**src/rtl/uart_bridge_pkg.sv**
```systemverilog
// Shared command/response codes and FSM state types for the UART-to-bus bridge.
package uart_bridge_pkg;

  localparam logic [7:0] CMD_WR  = 8'h57;
  localparam logic [7:0] CMD_RD  = 8'h52;
  localparam logic [7:0] RSP_ACK = 8'h4B;
  localparam logic [7:0] RSP_ERR = 8'h3F;

  typedef enum logic [2:0] {
    ST_IDLE,
    ST_ADDR,
    ST_DATA,
    ST_REQ,
    ST_XFER,
    ST_TX
  } bridge_state_e;

  typedef enum logic [1:0] {
    SER_IDLE,
    SER_LOAD,
    SER_WAIT
  } ser_state_e;

  typedef struct packed {
    bridge_state_e main_st;
    ser_state_e    ser_st;
  } bridge_dbg_t;

  // Single-byte responses sit in the top byte so they leave the serializer first.
  function automatic logic [31:0] rsp_byte(input logic [7:0] b);
    return {b, 24'h00_0000};
  endfunction

endpackage

```
**src/rtl/uart_resp_serializer.sv**
```systemverilog
// Sends a 1- or 4-byte response MSB first over the UART sender handshake and
// pulses done after the sender has gone idle following the last byte.
module uart_resp_serializer
  import uart_bridge_pkg::*;
(
  input  logic        CLK,
  input  logic        Reset,
  input  logic        load,
  input  logic [31:0] load_data,
  input  logic [2:0]  load_cnt,
  input  logic        tx_status,
  output logic [7:0]  tx_data,
  output logic        tx_en,
  output logic        done,
  output ser_state_e  dbg_state
);

  ser_state_e  state_q, state_d;
  logic [31:0] shreg;
  logic [2:0]  cnt;
  logic        guard;

  always_ff @(posedge CLK or posedge Reset) begin
    if (Reset) state_q <= SER_IDLE;
    else       state_q <= state_d;
  end

  always_comb begin
    state_d = state_q;
    tx_en   = 1'b0;
    done    = 1'b0;
    case (state_q)
      SER_IDLE: if (load) state_d = SER_LOAD;
      SER_LOAD: begin
        if (tx_status) begin
          tx_en   = 1'b1;
          state_d = SER_WAIT;
        end
      end
      SER_WAIT: begin
        // tx_status may still read idle the cycle after tx_en; guard skips it.
        if (!guard && tx_status) begin
          if (cnt == 3'd1) begin
            done    = 1'b1;
            state_d = SER_IDLE;
          end else begin
            state_d = SER_LOAD;
          end
        end
      end
      default: state_d = SER_IDLE;
    endcase
  end

  always_ff @(posedge CLK or posedge Reset) begin
    if (Reset) begin
      shreg <= 32'h0;
      cnt   <= 3'd0;
      guard <= 1'b0;
    end else begin
      guard <= tx_en;
      if (state_q == SER_IDLE && load) begin
        shreg <= load_data;
        cnt   <= load_cnt;
      end else if (state_q == SER_WAIT && !guard && tx_status) begin
        shreg <= {shreg[23:0], 8'h00};
        cnt   <= cnt - 3'd1;
      end
    end
  end

  assign tx_data   = shreg[31:24];
  assign dbg_state = state_q;

endmodule

```
**src/rtl/uart_bus_bridge.sv**
```systemverilog
// UART command bytes -> single read/write cycles on the peripheral bus, with reply bytes.
// Optional inter-byte frame timeout enabled by defining UART_BRIDGE_TIMEOUT_EN.
// Bus handshake: bus_req holds from REQ through XFER; rd/wr strobe exactly in the XFER cycle.
module uart_bus_bridge
  import uart_bridge_pkg::*;
#(
  parameter int unsigned TIMEOUT_CYCLES = 32'd2_000_000
)
(
  input  logic        CLK,
  input  logic        Reset,
  input  logic [7:0]  rx_data,
  input  logic        rx_status,
  output logic [7:0]  tx_data,
  output logic        tx_en,
  input  logic        tx_status,
  output logic        bus_req,
  input  logic        bus_gnt,
  output logic        rd,
  output logic        wr,
  output logic [31:0] addr,
  output logic [31:0] wdata,
  input  logic [31:0] rdata,
  output logic        busy,
  output bridge_dbg_t dbg_state
);

  bridge_state_e state_q, state_d;
  logic [1:0]    byte_cnt;
  logic          is_wr;
  logic          load;
  logic [31:0]   load_data;
  logic [2:0]    load_cnt;
  logic          ser_done;
  logic          timeout;
  ser_state_e    ser_state;

`ifdef UART_BRIDGE_TIMEOUT_EN
  logic [31:0] to_cnt;

  always_ff @(posedge CLK or posedge Reset) begin
    if (Reset)                                                   to_cnt <= 32'd0;
    else if (rx_status || !(state_q == ST_ADDR || state_q == ST_DATA)) to_cnt <= 32'd0;
    else                                                         to_cnt <= to_cnt + 32'd1;
  end

  assign timeout = (state_q == ST_ADDR || state_q == ST_DATA) && !rx_status &&
                   (to_cnt >= TIMEOUT_CYCLES - 32'd1);
`else
  assign timeout = 1'b0;
`endif

  always_ff @(posedge CLK or posedge Reset) begin
    if (Reset) state_q <= ST_IDLE;
    else       state_q <= state_d;
  end

  always_comb begin
    state_d   = state_q;
    load      = 1'b0;
    load_data = rsp_byte(RSP_ERR);
    load_cnt  = 3'd1;
    case (state_q)
      ST_IDLE: begin
        if (rx_status) begin
          if (rx_data == CMD_WR || rx_data == CMD_RD) begin
            state_d = ST_ADDR;
          end else begin
            load    = 1'b1;
            state_d = ST_TX;
          end
        end
      end
      ST_ADDR: begin
        if (timeout) begin
          load    = 1'b1;
          state_d = ST_TX;
        end else if (rx_status && byte_cnt == 2'd3) begin
          state_d = is_wr ? ST_DATA : ST_REQ;
        end
      end
      ST_DATA: begin
        if (timeout) begin
          load    = 1'b1;
          state_d = ST_TX;
        end else if (rx_status && byte_cnt == 2'd3) begin
          state_d = ST_REQ;
        end
      end
      ST_REQ: if (bus_gnt) state_d = ST_XFER;
      ST_XFER: begin
        // Read data is only valid this cycle, so it goes straight into the serializer.
        load      = 1'b1;
        load_data = is_wr ? rsp_byte(RSP_ACK) : rdata;
        load_cnt  = is_wr ? 3'd1 : 3'd4;
        state_d   = ST_TX;
      end
      ST_TX: if (ser_done) state_d = ST_IDLE;
      default: state_d = ST_IDLE;
    endcase
  end

  always_ff @(posedge CLK or posedge Reset) begin
    if (Reset) begin
      addr     <= 32'h0;
      wdata    <= 32'h0;
      byte_cnt <= 2'd0;
      is_wr    <= 1'b0;
    end else begin
      case (state_q)
        ST_IDLE: begin
          byte_cnt <= 2'd0;
          if (rx_status) is_wr <= (rx_data == CMD_WR);
        end
        ST_ADDR: if (rx_status) begin
          addr     <= {addr[23:0], rx_data};
          byte_cnt <= byte_cnt + 2'd1;
        end
        ST_DATA: if (rx_status) begin
          wdata    <= {wdata[23:0], rx_data};
          byte_cnt <= byte_cnt + 2'd1;
        end
        default: ;
      endcase
    end
  end

  uart_resp_serializer u_ser (
    .CLK       (CLK),
    .Reset     (Reset),
    .load      (load),
    .load_data (load_data),
    .load_cnt  (load_cnt),
    .tx_status (tx_status),
    .tx_data   (tx_data),
    .tx_en     (tx_en),
    .done      (ser_done),
    .dbg_state (ser_state)
  );

  assign busy      = (state_q != ST_IDLE);
  assign bus_req   = (state_q == ST_REQ) || (state_q == ST_XFER);
  assign wr        = (state_q == ST_XFER) && is_wr;
  assign rd        = (state_q == ST_XFER) && !is_wr;
  assign dbg_state = '{main_st: state_q, ser_st: ser_state};

endmodule
```
**config.mk**
```make
export PLATFORM = sky130hd
export DESIGN_NAME = uart_bus_bridge
export DESIGN_NICKNAME = d
export VERILOG_FILES = /design/src/rtl/uart_bridge_pkg.sv /design/src/rtl/uart_resp_serializer.sv /design/src/rtl/uart_bus_bridge.sv
export SDC_FILE = /design/constraint.sdc
export NUM_CORES = 1
export LEC_CHECK = 0
export CORE_MARGIN = 2
export CORE_UTILIZATION = 39
export CTS_BUF_LIST = sky130_fd_sc_hd__clkbuf_16
export CTS_CLUSTER_SIZE = 14
export DETAILED_ROUTE_END_ITERATION = 8
export PLACE_DENSITY = 0.71
export SYNTH_ARGS = -nofsm -noshare
export SYNTH_HDL_FRONTEND = slang
export SYNTH_SLANG_ARGS = --single-unit
```
**constraint.sdc**
```tcl
create_clock -name CLK -period 4.6 [get_ports CLK]
set_input_delay 0.92 -clock CLK [delete_from_list [all_inputs] [get_ports CLK]]
set_output_delay 0.92 -clock CLK [all_outputs]
set_load 0.1 [all_outputs]
```
Word level (Yosys, flattened, before mapping)

Cells that the tools add are included.

Add/subtract/negate cells: 2
Equal/unequal tests: 20
Mux-type cells: 31
Reduce and logical (&&, ||, !) cells: 23

Operators with widths:

| cell                                                               | number |
|---|---|
| 32-bit 2-to-1 mux                                                  | 4 |
| 3-bit 2-to-1 mux                                                   | 10 |
| 3-bit case mux with 6 select lines                                 | 1 |
| 8-bit by 7-bit == test with 1-bit output, second input constant    | 2 |
| 2-bit != test, second input constant                               | 6 |
| 1-bit 2-to-1 mux                                                   | 9 |
| 2-bit 2-to-1 mux                                                   | 4 |
| 2-bit AND reduction                                                | 4 |
| 1-bit logical AND                                                  | 7 |
| 3-bit by 1-bit == test with 1-bit output, second input constant    | 2 |
| 3-bit by 2-bit == test with 1-bit output, second input constant    | 2 |
| 3-bit == test, second input constant                               | 2 |
| 2-bit by 1-bit != test with 1-bit output, second input constant    | 3 |
| 2-bit case mux with 3 select lines                                 | 1 |
| 5-bit AND reduction                                                | 1 |
| 2-bit == test, second input constant                               | 2 |
| 2-bit case mux with 2 select lines                                 | 1 |
| 2-bit nonzero test                                                 | 2 |
| 3-bit zero test                                                    | 1 |
| 3-bit AND reduction                                                | 1 |
| 3-bit nonzero test                                                 | 1 |
| 3-bit by 1-bit subtractor with 3-bit output, second input constant | 1 |
| 2-bit by 1-bit adder with 2-bit output, second input constant      | 1 |
| 2-bit by 1-bit == test with 1-bit output, second input constant    | 1 |
| other kinds (5)                                                    | 7 |

Flip-flop bits (word level): 108
Output and inout port bits: 82
Logic and storage cells: 85

Logic depth before layout (Yosys ltp)

Word-level depth: 7
Depth in mapped cells: 7
Gate-level depth less buffers: 5

Hierarchy

Synthesis repeated with hierarchy kept, for this count alone.

Cell total of the unflattened synthesis: 393
Area, all modules: 5,049.8 µm²

By module, submodules not included:

| module               | times used | cells each | area each (µm²) |
|---|---|---|---|
| uart_bus_bridge      | 1          | 233        | 3,258.1 |
| uart_resp_serializer | 1          | 160        | 1,791.7 |

Worst setup path after synthesis

No wires, ideal clock.

Path type: reg-to-output
From: reg state_q[0]
To: out bus_req
Arrival: 3.586 ns
Path slack: 0.094 ns
Cell stages (with the launch flop): 4
Path buffers: 1
Path through: dfrtp_1 > clkbuf_1 > nand2_1 > o21ai_0

Cells in the longest elaborated chain, start to end: 2
Elaborated cells between the ends (all ways): 3
Classes of those cells: 2 x eq/ne; 1 x reduce/logical

Ends and longest elaborated chain:

| element                                                                          | RTL line               | text |
|---|---|---|
| start: declaration                                                               | uart_bus_bridge.sv:28  | `bridge_state_e state_q, state_d;` |
| start signal: assignment                                                         | uart_bus_bridge.sv:55  | `else state_q <= state_d;` |
| 3-bit by 2-bit == test with 1-bit output / 3-bit == test (equally long branches) | uart_bus_bridge.sv:142 | `assign bus_req = (state_q == ST_REQ) \|\| (state_q == ST_XFER);` |
| 1-bit logical OR *                                                               | uart_bus_bridge.sv:142 |  |
| end: declaration                                                                 | uart_bus_bridge.sv:17  | `output logic bus_req,` |

Mark *: on every way between the ends. The rest lies on a longest branch, timed or not.

Final worst setup path

From: reg state_q[2]
To: out wr

Cells in the longest elaborated chain, start to end: 2

Ends and longest elaborated chain:

| element           | RTL line               | text |
|---|---|---|
| 3-bit == test     | uart_bus_bridge.sv:143 | `assign wr = (state_q == ST_XFER) && is_wr;` |
| 1-bit logical AND | uart_bus_bridge.sv:143 |  |
| end: declaration  | uart_bus_bridge.sv:20  | `output logic wr,` |

Every way passes these cells.

==> impl_metrics.prom <==
# TYPE chip_impl_metric gauge
chip_impl_info{name="worstSetupStartpointType",value="flip-flop"} 1
chip_impl_metric{name="clk_pin_slew",unit="ns"} 0.07
chip_impl_metric{name="post_synth_inst_count",unit=""} 369
chip_impl_info{name="outcome",value="finished clean"} 1
chip_impl_metric{name="globalRouteOverflowTotal",unit=""} 0
chip_impl_metric{name="mappedNetlistNets",unit=""} 417
chip_impl_info{name="clk_root_buffer_cell",value="sky130_fd_sc_hd__clkbuf_16"} 1
chip_impl_metric{name="drive_gt1_share",unit="%"} 19.2
chip_impl_info{name="yosysTopAreaCell",value="sky130_fd_sc_hd__dfrtp_1"} 1
chip_impl_metric{name="report.final.setup_viol",unit=""} 0
chip_impl_info{name="holdCritStartpoint",value="addr[28]"} 1
chip_impl_metric{name="via_per_inst",unit=""} 5.26
chip_impl_metric{name="worst-endpoint-required",unit="ns"} 3.68
chip_impl_metric{name="chipWidth",unit="um"} 113
chip_impl_metric{name="detailed_place_hpwl",unit="um"} 7560
chip_impl_info{name="rr_startpoint",value="u_ser.dbg_state[0]"} 1
chip_impl_metric{name="clock-sinks",unit=""} 108
chip_impl_metric{name="pin_count_of_the_biggest_net_entering_global_routing",unit=""} 85
chip_impl_metric{name="synth.yosys.warnings",unit=""} 0
chip_impl_metric{name="postSynthRegisterBits",unit=""} 108
chip_impl_info{name="tritoncts_clock_tree",value="yes"} 1
chip_impl_metric{name="diodes",unit=""} 0
chip_impl_metric{name="port-buffer-count",unit=""} 126
chip_impl_info{name="rsz0062_at_grt",value="no"} 1
chip_impl_metric{name="vias",unit=""} 3305
chip_impl_metric{name="cts_setup_buffers",unit=""} 0
chip_impl_metric{name="netlist_area",unit="um^2"} 4610
chip_impl_metric{name="tritoncts.num_buffers",unit=""} 9
chip_impl_metric{name="drc",unit=""} 0
chip_impl_metric{name="htree_num_levels",unit=""} 3
chip_impl_metric{name="layout_min_cycle_time",unit="ns"} 3.61
chip_impl_metric{name="post_synth.cell_area_avg",unit="um^2"} 12.5
chip_impl_metric{name="netlist-cell-type-count",unit=""} 42
chip_impl_metric{name="area_of_the_core_region",unit="um^2"} 11500
chip_impl_metric{name="skew",unit="ns"} 0.00529
chip_impl_metric{name="timing.critical_path.arrival",unit="ns"} 2.69
chip_impl_metric{name="starting_density",unit="%"} 40.2
chip_impl_metric{name="core.rowCount",unit=""} 39
chip_impl_info{name="final_common_cell",value="sky130_fd_sc_hd__clkdlybuf4s50_1"} 1
chip_impl_metric{name="hold_buffers",unit=""} 0
chip_impl_metric{name="die-height",unit="um"} 113
chip_impl_metric{name="firstDrtPassIters",unit=""} 5
chip_impl_metric{name="worst_slew_margin_rel",unit="%"} 31.4
chip_impl_info{name="most-common-layout-cells",value="124 x sky130_fd_sc_hd__clkdlybuf4s50_1, 108 x sky130_fd_sc_hd__dfrtp_1, 60 x sky130_fd_sc_hd__mux2_2, 34 x sky130_fd_sc_hd__nand2_1, 21 x sky130_fd_sc_hd__o21ai_0"} 1
chip_impl_metric{name="vias_in_the_first_global_route",unit=""} 3405
chip_impl_metric{name="floorplan.die_area",unit="um^2"} 12700
chip_impl_metric{name="post-route-period-util",unit="%"} 78.5
chip_impl_metric{name="maxCapViolations",unit=""} 0
chip_impl_metric{name="drtAntennaViolNets",unit=""} 0
chip_impl_metric{name="drt-initial-drc-count",unit=""} 241
chip_impl_metric{name="routabilityCongestion",unit=""} 0.837
chip_impl_info{name="synthFlopType",value="sky130_fd_sc_hd__dfrtp_1"} 1
chip_impl_metric{name="routed_wirelength",unit="um"} 10800
chip_impl_metric{name="floorplan.io_pins",unit=""} 127
chip_impl_metric{name="area_delta_synth_final",unit="%"} 35.7
chip_impl_metric{name="insertion_delay",unit="ns"} 0.34
chip_impl_info{name="crit_start",value="state_q[2]"} 1
chip_impl_metric{name="final_nets",unit=""} 529
chip_impl_info{name="cp-end-kind",value="output port"} 1
chip_impl_metric{name="hold-worst-slack",unit="ns"} 0.509
chip_impl_metric{name="grt_first_pass_wirelength",unit="um"} 17600
chip_impl_metric{name="fmax",unit="MHz"} 277
chip_impl_metric{name="worst-path-max-fanout",unit=""} 18
chip_impl_metric{name="async_flop_share",unit="%"} 100
chip_impl_metric{name="setup-tns-final",unit="ns"} 0
chip_impl_info{name="critical_path_class",value="reg -> out"} 1
chip_impl_metric{name="wl_per_cell",unit="um"} 17.3
chip_impl_metric{name="worst_slew_pin_slew",unit="ns"} 1.03
chip_impl_metric{name="ys_seq_area_share",unit="%"} 58.6
chip_impl_metric{name="cts_buffer_depth",unit=""} 2
chip_impl_metric{name="grt_usage",unit="%"} 17.2
chip_impl_metric{name="synth_edf_count",unit=""} 0
chip_impl_info{name="timing.hold.worst.class",value="reg -> reg"} 1
chip_impl_metric{name="cts.repair.resized",unit=""} 0
chip_impl_info{name="synthTopCellsByArea",value="sky130_fd_sc_hd__dfrtp_1 59%, sky130_fd_sc_hd__mux2_2 15%, sky130_fd_sc_hd__a22oi_1 3.1%"} 1
chip_impl_metric{name="synth_largest_type_area_fraction",unit="%"} 58.6
chip_impl_metric{name="grt_antenna_before_repair",unit=""} 0
chip_impl_metric{name="layout.filler_cells",unit=""} 997
chip_impl_metric{name="final-max-slew-violation-count",unit=""} 0
chip_impl_metric{name="report.final.hold_viol_count",unit=""} 0
metal layers:
layer	GRT usage, %	vias to the layer above	share of wire, %
met2	26.1	119	44
li1	-	1542	-
met4	4.47	0	1.2
met1	23.1	1631	45
met5	0	-	0
met3	7.23	13	10
registers in the layout, indices dropped and copies added, names as in the netlist:
signal and count:
addr 32, u_ser.cnt 3, byte_cnt 2, wdata 32
u_ser.shreg 32, is_wr 1, u_ser.guard 1, state_q 3
u_ser.dbg_state 2
path summary, 6_finish.rpt:
kind	to	slack, ns	cells past startpoint
max in group asynchronous	wdata[30]	2.65	3
worst min register to register	addr[28]	0.51	1
worst max-delay path	wr	0.99	3
worst min-delay path	addr[28]	0.51	1
worst max register to register	u_ser.shreg[31]	2.47	4
min in group asynchronous	u_ser.shreg[26]	1.16	2
logic make-up after synthesis:
logic type	count (synthesis)	share of synthesized area, %
XOR/XNOR	2	0.380
AO/OA/AOI/OAI	79	12.1
multiplexers	65	15.9
flip-flops	108	58.6
adder cells (fa/ha/maj)	3	0.815
AND/OR/NAND/NOR	71	7.63
buffers and inverters	41	4.62
layout make-up:
type	instances	area (um^2)	share of cell area (%)
timing repair buffer	133	1310	20.9
clock inverter	6	88.8	1.42
tap	143	179	2.86
inverter	9	36.3	0.580
clock buffer	9	225	3.60
sequential	108	2700	43.2
multi-input combinational	220	1710	27.4
cell usage after synthesis, types with 2 or more instances:
| cell | instances |
|---|---|
| sky130_fd_sc_hd__dfrtp_1 | 108 |
| sky130_fd_sc_hd__mux2_2 | 60 |
| sky130_fd_sc_hd__nand2_1 | 34 |
| sky130_fd_sc_hd__o21ai_0 | 21 |
| sky130_fd_sc_hd__a22oi_1 | 19 |
| sky130_fd_sc_hd__buf_2 | 17 |
| sky130_fd_sc_hd__nor2_1 | 14 |
| sky130_fd_sc_hd__buf_4 | 10 |
| sky130_fd_sc_hd__inv_1 | 9 |
| sky130_fd_sc_hd__a32o_1 | 8 |
| sky130_fd_sc_hd__a21oi_1 | 7 |
| sky130_fd_sc_hd__a31oi_1 | 6 |
| sky130_fd_sc_hd__clkbuf_1 | 5 |
| sky130_fd_sc_hd__nand3_1 | 5 |
| sky130_fd_sc_hd__mux2_1 | 4 |
| sky130_fd_sc_hd__o211ai_1 | 4 |
| sky130_fd_sc_hd__ha_1 | 3 |
| sky130_fd_sc_hd__nand2b_1 | 3 |
| sky130_fd_sc_hd__nor3_1 | 3 |
| sky130_fd_sc_hd__nand3b_1 | 2 |
| sky130_fd_sc_hd__nor2b_1 | 2 |
| sky130_fd_sc_hd__o2111ai_1 | 2 |
| sky130_fd_sc_hd__o22a_1 | 2 |
| sky130_fd_sc_hd__or3_1 | 2 |
| sky130_fd_sc_hd__xnor2_1 | 2 |
worst max-delay path, cell delays in order, from the launching register on:
cell,delay [ns]
sky130_fd_sc_hd__dfrtp_1,0.64
sky130_fd_sc_hd__or3b_4,0.47
sky130_fd_sc_hd__nor2_1,0.11
sky130_fd_sc_hd__clkdlybuf4s50_1,1.14
per-stage QoR:
step	utilization, %	std cells	cell area (um^2)	setup WS [ns]
floorplan	-	369	4610	0.0938
global placement	51.8	613	5940	1.38
detailed placement	51.8	613	5940	1.35
CTS	54.5	628	6250	0.982
global route	54.5	628	6250	0.865
finish	54.5	628	6250	0.990
Power is left out: the tool's default activity adds up to more than one toggle a clock period on the data nets, which glitch-free logic cannot reach.
